<file path="src/rtl/fetch_pkg.sv">
// Shared constants and state encoding for the instruction-fetch sequencer.
package fetch_pkg;
  localparam logic [31:0] RESET_PC_DEF = 32'h0000_3000;
  localparam logic [31:0] INSTR_NOP    = 32'h0000_0000;

  typedef enum logic [1:0] {
    IDLE  = 2'd0,
    REQ   = 2'd1,
    HOLD  = 2'd2,
    DRAIN = 2'd3
  } fetch_state_t;
endpackage

</file>
<file path="src/rtl/fetch_buf.sv">
// Two-entry F/D skid: output entry OB feeds decode, SB catches one fetch while OB is held.
// Flush drops entries except one whose pc matches i_keep_pc when i_keep_en is set.
module fetch_buf
  import fetch_pkg::*;
#(
  parameter int                ADDR_W   = 32,
  parameter logic [ADDR_W-1:0] RESET_PC = ADDR_W'(RESET_PC_DEF)
) (
  input  logic              clk,
  input  logic              i_rst_n,
  input  logic              i_push,
  input  logic [ADDR_W-1:0] i_push_pc,
  input  logic [31:0]       i_push_dat,
  input  logic              i_pop,
  input  logic              i_flush,
  input  logic              i_keep_en,
  input  logic [ADDR_W-1:0] i_keep_pc,
  output logic              o_ob_vld,
  output logic [ADDR_W-1:0] o_ob_pc,
  output logic [31:0]       o_ob_dat,
  output logic              o_sb_nxt_vld
);
  logic              r_ob_vld, r_sb_vld;
  logic [ADDR_W-1:0] r_ob_pc, r_sb_pc;
  logic [31:0]       r_ob_dat, r_sb_dat;

  logic              w_ob_keep, w_sb_keep;
  logic              w_ob_vld_n, w_sb_vld_n;
  logic [ADDR_W-1:0] w_ob_pc_n, w_sb_pc_n;
  logic [31:0]       w_ob_dat_n, w_sb_dat_n;

  assign w_ob_keep = r_ob_vld && !i_pop && !(i_flush && !(i_keep_en && r_ob_pc == i_keep_pc));
  assign w_sb_keep = r_sb_vld && !(i_flush && !(i_keep_en && r_sb_pc == i_keep_pc));

  // Surviving entries are packed oldest-first: OB, then SB, then the new push.
  always_comb begin
    w_ob_vld_n = r_ob_vld;
    w_ob_pc_n  = r_ob_pc;
    w_ob_dat_n = r_ob_dat;
    w_sb_vld_n = 1'b0;
    w_sb_pc_n  = r_sb_pc;
    w_sb_dat_n = r_sb_dat;
    if (w_ob_keep) begin
      w_ob_vld_n = 1'b1;
      if (w_sb_keep) begin
        w_sb_vld_n = 1'b1;
      end else if (i_push) begin
        w_sb_vld_n = 1'b1;
        w_sb_pc_n  = i_push_pc;
        w_sb_dat_n = i_push_dat;
      end
    end else if (w_sb_keep) begin
      w_ob_vld_n = 1'b1;
      w_ob_pc_n  = r_sb_pc;
      w_ob_dat_n = r_sb_dat;
      if (i_push) begin
        w_sb_vld_n = 1'b1;
        w_sb_pc_n  = i_push_pc;
        w_sb_dat_n = i_push_dat;
      end
    end else begin
      w_ob_vld_n = i_push;
      if (i_push) begin
        w_ob_pc_n  = i_push_pc;
        w_ob_dat_n = i_push_dat;
      end
    end
  end

  always_ff @(posedge clk or negedge i_rst_n) begin
    if (!i_rst_n) begin
      r_ob_vld <= 1'b0;
      r_ob_pc  <= RESET_PC;
      r_ob_dat <= INSTR_NOP;
      r_sb_vld <= 1'b0;
      r_sb_pc  <= RESET_PC;
      r_sb_dat <= INSTR_NOP;
    end else begin
      r_ob_vld <= w_ob_vld_n;
      r_ob_pc  <= w_ob_pc_n;
      r_ob_dat <= w_ob_dat_n;
      r_sb_vld <= w_sb_vld_n;
      r_sb_pc  <= w_sb_pc_n;
      r_sb_dat <= w_sb_dat_n;
    end
  end

  assign o_ob_vld     = r_ob_vld;
  assign o_ob_pc      = r_ob_pc;
  assign o_ob_dat     = r_ob_dat;
  assign o_sb_nxt_vld = w_sb_vld_n;
endmodule

</file>
<file path="src/rtl/fetch_ctrl.sv">
// Fetch sequencer: owns the fetch PC, drives a req/ack imem port, buffers into F/D, honours stall/redirect.
// DELAY_SLOT_EN keeps the MIPS delay slot across a redirect; undefined, redirects flush everything.
module fetch_ctrl
  import fetch_pkg::*;
#(
  parameter int                ADDR_W   = 32,
  parameter logic [ADDR_W-1:0] RESET_PC = ADDR_W'(RESET_PC_DEF)
) (
  input  logic              clk,
  input  logic              reset,
  input  logic              stall,
  input  logic              redirect,
  input  logic [ADDR_W-1:0] redirect_pc,
  input  logic [ADDR_W-1:0] pc_d,
  output logic              imem_req,
  output logic [ADDR_W-1:0] imem_addr,
  input  logic              imem_ack,
  input  logic [31:0]       imem_rdata,
  output logic              valid_f,
  output logic [31:0]       instr_f,
  output logic [ADDR_W-1:0] pc_f
);
  localparam logic [ADDR_W-1:0] LP_ALIGN    = ~ADDR_W'(3);
  localparam logic [ADDR_W-1:0] LP_RESET_PC = RESET_PC & LP_ALIGN;

  fetch_state_t      r_state;
  logic [ADDR_W-1:0] r_pc, r_tgt, r_pend_pc;
  logic              r_pend_vld;

  logic              w_keep_en, w_redir, w_ds_hit, w_push, w_pop, w_sb_nxt;
  logic [ADDR_W-1:0] w_tgt, w_ds;

`ifdef DELAY_SLOT_EN
  assign w_keep_en = 1'b1;
`else
  assign w_keep_en = 1'b0;
`endif

  assign w_redir  = redirect && !stall;
  assign w_tgt    = redirect_pc & LP_ALIGN;
  assign w_ds     = (pc_d & LP_ALIGN) + ADDR_W'(4);
  assign w_ds_hit = w_keep_en && (r_pc == w_ds);
  assign w_pop    = valid_f && !stall;
  // Ack data survives a same-cycle redirect only when it is the delay slot.
  assign w_push   = (r_state == REQ) && imem_ack && (!w_redir || w_ds_hit);

  always_ff @(posedge clk or negedge reset) begin
    if (!reset) begin
      r_state    <= IDLE;
      r_pc       <= LP_RESET_PC;
      r_tgt      <= LP_RESET_PC;
      r_pend_vld <= 1'b0;
      r_pend_pc  <= LP_RESET_PC;
    end else begin
      case (r_state)
        IDLE, HOLD: begin
          r_state <= (r_state == HOLD && w_sb_nxt) ? HOLD : REQ;
          if (w_redir) begin
            if (w_ds_hit) begin
              r_pend_vld <= 1'b1;
              r_pend_pc  <= w_tgt;
            end else begin
              r_pc       <= w_tgt;
              r_pend_vld <= 1'b0;
            end
          end
        end
        REQ: begin
          if (imem_ack) begin
            r_state <= w_sb_nxt ? HOLD : REQ;
            if (w_redir) begin
              r_pc       <= w_tgt;
              r_pend_vld <= 1'b0;
            end else if (r_pend_vld) begin
              r_pc       <= r_pend_pc;
              r_pend_vld <= 1'b0;
            end else begin
              r_pc <= r_pc + ADDR_W'(4);
            end
          end else if (w_redir) begin
            if (w_ds_hit) begin
              r_pend_vld <= 1'b1;
              r_pend_pc  <= w_tgt;
            end else begin
              r_tgt      <= w_tgt;
              r_pend_vld <= 1'b0;
              r_state    <= DRAIN;
            end
          end
        end
        DRAIN: begin
          if (w_redir) r_tgt <= w_tgt;
          if (imem_ack) begin
            r_pc    <= w_redir ? w_tgt : r_tgt;
            r_state <= REQ;
          end
        end
      endcase
    end
  end

  assign imem_req  = (r_state == REQ) || (r_state == DRAIN);
  assign imem_addr = r_pc;

  fetch_buf #(
    .ADDR_W   (ADDR_W),
    .RESET_PC (LP_RESET_PC)
  ) u_buf (
    .clk          (clk),
    .i_rst_n      (reset),
    .i_push       (w_push),
    .i_push_pc    (r_pc),
    .i_push_dat   (imem_rdata),
    .i_pop        (w_pop),
    .i_flush      (w_redir),
    .i_keep_en    (w_keep_en),
    .i_keep_pc    (w_ds),
    .o_ob_vld     (valid_f),
    .o_ob_pc      (pc_f),
    .o_ob_dat     (instr_f),
    .o_sb_nxt_vld (w_sb_nxt)
  );
endmodule

</file>
<file path="config.mk">
export PLATFORM = sky130hd
export DESIGN_NAME = fetch_ctrl
export DESIGN_NICKNAME = d
export VERILOG_FILES = /design/src/rtl/fetch_pkg.sv /design/src/rtl/fetch_buf.sv /design/src/rtl/fetch_ctrl.sv
export SDC_FILE = /design/constraint.sdc
export NUM_CORES = 1
export LEC_CHECK = 0
export CELL_PAD_IN_SITES_DETAIL_PLACEMENT = 1
export CELL_PAD_IN_SITES_GLOBAL_PLACEMENT = 2
export CORE_AREA = 5 5 189 191
export CTS_CLUSTER_SIZE = 28
export DETAILED_ROUTE_END_ITERATION = 10
export DIE_AREA = 0 0 194 196
export HOLD_SLACK_MARGIN = 0.15
export PLACE_DENSITY_LB_ADDON = 0.25
export SETUP_SLACK_MARGIN = 0.4
export SLEW_MARGIN = 0
export SYNTH_ARGS = -nofsm -noshare
export SYNTH_HDL_FRONTEND = slang
export SYNTH_SLANG_ARGS = --single-unit
</file>
<file path="constraint.sdc">
create_clock -name clk -period 1.89 [get_ports clk]
set_input_delay 0.378 -clock clk [delete_from_list [all_inputs] [get_ports clk]]
set_output_delay 0.378 -clock clk [all_outputs]
set_load 0.005 [all_outputs]
</file>
==> out/results.ini <==
[drt]
dr_total_vias=9159
ant_nets=0
route.detailed.wl_per_inst_microns=22.3
avgViaCountPerCell=5.00
wl_microns=40800
drtIter0Drc=372
drc=0
dr.pass1.iters=4

[finish]
fillers=3503
finalCoreUtilization_pct=51.0
antenna_cells=0
instances_no_fill=1832
design_area_sq_um=17300
area_growth_pct=80.0
drive_gt1_share_pct=52.4
final_nets=1466

[synthesis]
synth-seq-cells=197
synth_warnings=0
yosysTopAreaCell=dfrtp_1
synth_nets=1023
synth-edff-count=0
netlist_area_sq_um=9630
syn_avg_cell_area_sq_um=10.5
async_flop_share_pct=100
ys_types=70
yosys.area.top_type_share_pct=49.1
synth_common_cells=189 x dfrtp_1, 134 x nand2_1, 110 x o21ai_0
synth_ff_type=dfrtp_1
synth_most_common_cell=dfrtp_1
synth.area.top_cells=dfrtp_1 49%, mux2_2 10%, mux2i_1 6.7%, o21ai_0 5.7%, nand2_1 5.2%
yosysSeqAreaShare_pct=51.3
postSynthCellCount=921

[pwr]
p_leak_nw=8.84
worst_ir_drop_vdd_v=0.000737
p_per_area_nw_per_um2=1270
power_mw=22.1

[sta]
worst_pin_slew_ns=0.452
worst_slack_ns=-0.0411
finalCritPeriodShare_pct=102
fin_crit_ns=1.93
rsz0062_at_grt=yes
maxSlewViolCount=0
final.setup.tns_ns=-0.0780
setup_violations=2
final_hold_viol_count=0
slew_headroom_pct=69.8
fin_skew_ns=0.0129
max_freq_mhz=518

[global_routing]
grt_use_total_pct=19.2
grt_pass1_vias=9400
grt_pass1_wl_microns=57300
overflow=0
grt_antenna_before_repair=0
grt_max_degree=49

[critical_path]
cp.arrival_ns=2.32
crit_fanout=6
critical_path_required_ns=2.28
crit_path_end_kind=flop
critical_path_class=reg2reg
start_kind=flop

[placed_design]
place_hpwl_microns=24700
port_buffers=164
gp_congestion=0.825
dp_cells=1619
postPlaceCellArea_sq_um=13000

[clock_tree]
cts.htree.levels=4
clock_path_buffers=2
cts_tree=built
cts_buffers=17
cts_root_buffer=clkbuf_16
clk_transition_reported_paths_ns=0.08
clk_latency_ns=0.45
clock_sinks=197

[run_status]
status=finished with violations
violations=setup timing

[die]
core-area_sq_um=33900
row_count=68
ios=199
design.die.area_sq_um=38000
die_h_microns=196
die_x_microns=194
start_util_pct=28.4

[min_path]
worstHoldPathType=in2async

[job]
cap_violations=0

[power breakdown]
part / switching [mW] / leakage, nW / internal [mW]
Clock: 1.92 / 0.279 / 1.77
Combinational: 4.76 / 6.21 / 6.46
Sequential: 1.18 / 2.35 / 5.98
[path summary, 6_finish.rpt]
check | from | end | slack, ns | depth (start not counted)
min in group clk | u_buf.o_ob_pc[31] | u_buf.o_ob_pc[31] | 0.48 | 2
worst min-delay path | reset | u_buf.o_ob_dat[5] | 0.46 | 2
worst max-delay path | imem_addr[13] | imem_addr[21] | -0.04 | 6
max in group asynchronous | reset | imem_addr[28] | 0.78 | 3
worst max register to register | imem_addr[13] | imem_addr[21] | -0.04 | 6
worst min register to register | u_buf.o_ob_pc[31] | u_buf.o_ob_pc[31] | 0.48 | 2
[sequential cells by signal, indices dropped and copies added (netlist names)]
name            flops
u_buf.r_sb_vld      1
u_buf.o_ob_pc      32
r_pend_vld          1
u_buf.r_sb_pc      32
u_buf.o_ob_dat     32
u_buf.o_ob_vld      1
u_buf.r_sb_dat     32
r_state             2
r_tgt              32
imem_addr          32
[layout by cell type, fill, tap and decap left out, types with 4 or more instances in the layout]
| cell | count |
|---|---|
| a211oi_2 | 5 |
| a21oi_1 | 23 |
| a21oi_2 | 4 |
| a221oi_2 | 5 |
| a2bb2oi_2 | 4 |
| a31oi_1 | 4 |
| buf_12 | 30 |
| buf_16 | 13 |
| buf_2 | 20 |
| buf_4 | 178 |
| buf_6 | 100 |
| buf_8 | 10 |
| clkbuf_16 | 29 |
| clkdlybuf4s50_1 | 63 |
| dfrtp_1 | 179 |
| dfrtp_2 | 10 |
| dfstp_2 | 8 |
| dlymetal6s2s_1 | 59 |
| inv_1 | 9 |
| inv_6 | 5 |
| mux2_2 | 40 |
| mux2_4 | 48 |
| mux2i_1 | 64 |
| nand2_1 | 60 |
| nand2_2 | 29 |
| nand2_4 | 43 |
| nand2b_1 | 8 |
| nand3_1 | 8 |
| nand4_1 | 10 |
| nor2_1 | 33 |
| nor3_4 | 4 |
| nor4_4 | 9 |
| o21a_1 | 4 |
| o21ai_0 | 25 |
| o21ai_1 | 31 |
| o21ai_2 | 52 |
| o22ai_1 | 15 |
| xnor2_1 | 6 |
[cells by family (layout without fill, tap and decap cells)]
group	after synthesis	count (layout)	share of synthesized area, %
AND/OR/NAND/NOR	254	255	12.4
XOR/XNOR	10	10	0.910
buffers and inverters	80	535	3.77
AO/OA/AOI/OAI	226	226	14.4
multiplexers	152	152	17.0
adder cells (fa/ha/maj)	2	2	0.234
flip-flops	197	197	51.3
[area by class of cell]
class / instances / area, sq um / area share (%)
clock buffers: 19 / 433 / 2.50
clock inverters: 13 / 136 / 0.787
inverters: 11 / 47.5 / 0.274
multi-input cells: 645 / 5760 / 33.3
flip-flops and latches: 197 / 4950 / 28.6
well taps: 455 / 569 / 3.29
repair buffers: 492 / 5430 / 31.3
[routing by layer]
layer	wire length, microns	up-vias	GRT usage, %
li1	-	4237	-
met1	18400	4700	26.3
met2	20300	183	31.8
met3	1390	39	3.04
met4	723	0	4.97
met5	0	-	0
[worst max-delay path: stages (launching register included)]
cell and delay [ns]:
dfstp_2 0.57, and4_4 0.28, buf_6 0.13, nand4_4 0.16, or3_1 0.41, a21oi_1 0.17
o21a_1 0.14
[stage by stage]
step / setup WS, ns / hold slack, ns
2_1_floorplan: 0.0770 / 0.0824
3_3_place_gp: -0.408 / 0.379
3_5_place_dp: -0.498 / 0.378
4_1_cts: -0.0297 / 0.456
5_1_grt: -0.0963 / 0.487
6_report: -0.0411 / 0.461
[what timing repair did]
action                                 in CTS  in global routing
pin swaps                                  42                117
endpoints found under the hold margin      40                  0
cloned                                     14                 13
buffers inserted                           77                 76
hold buffers                                1                  0
setup endpoints to repair                 294                281
gates resized for setup                   374                370
No activity file was read; power rests on OpenSTA's default activity.
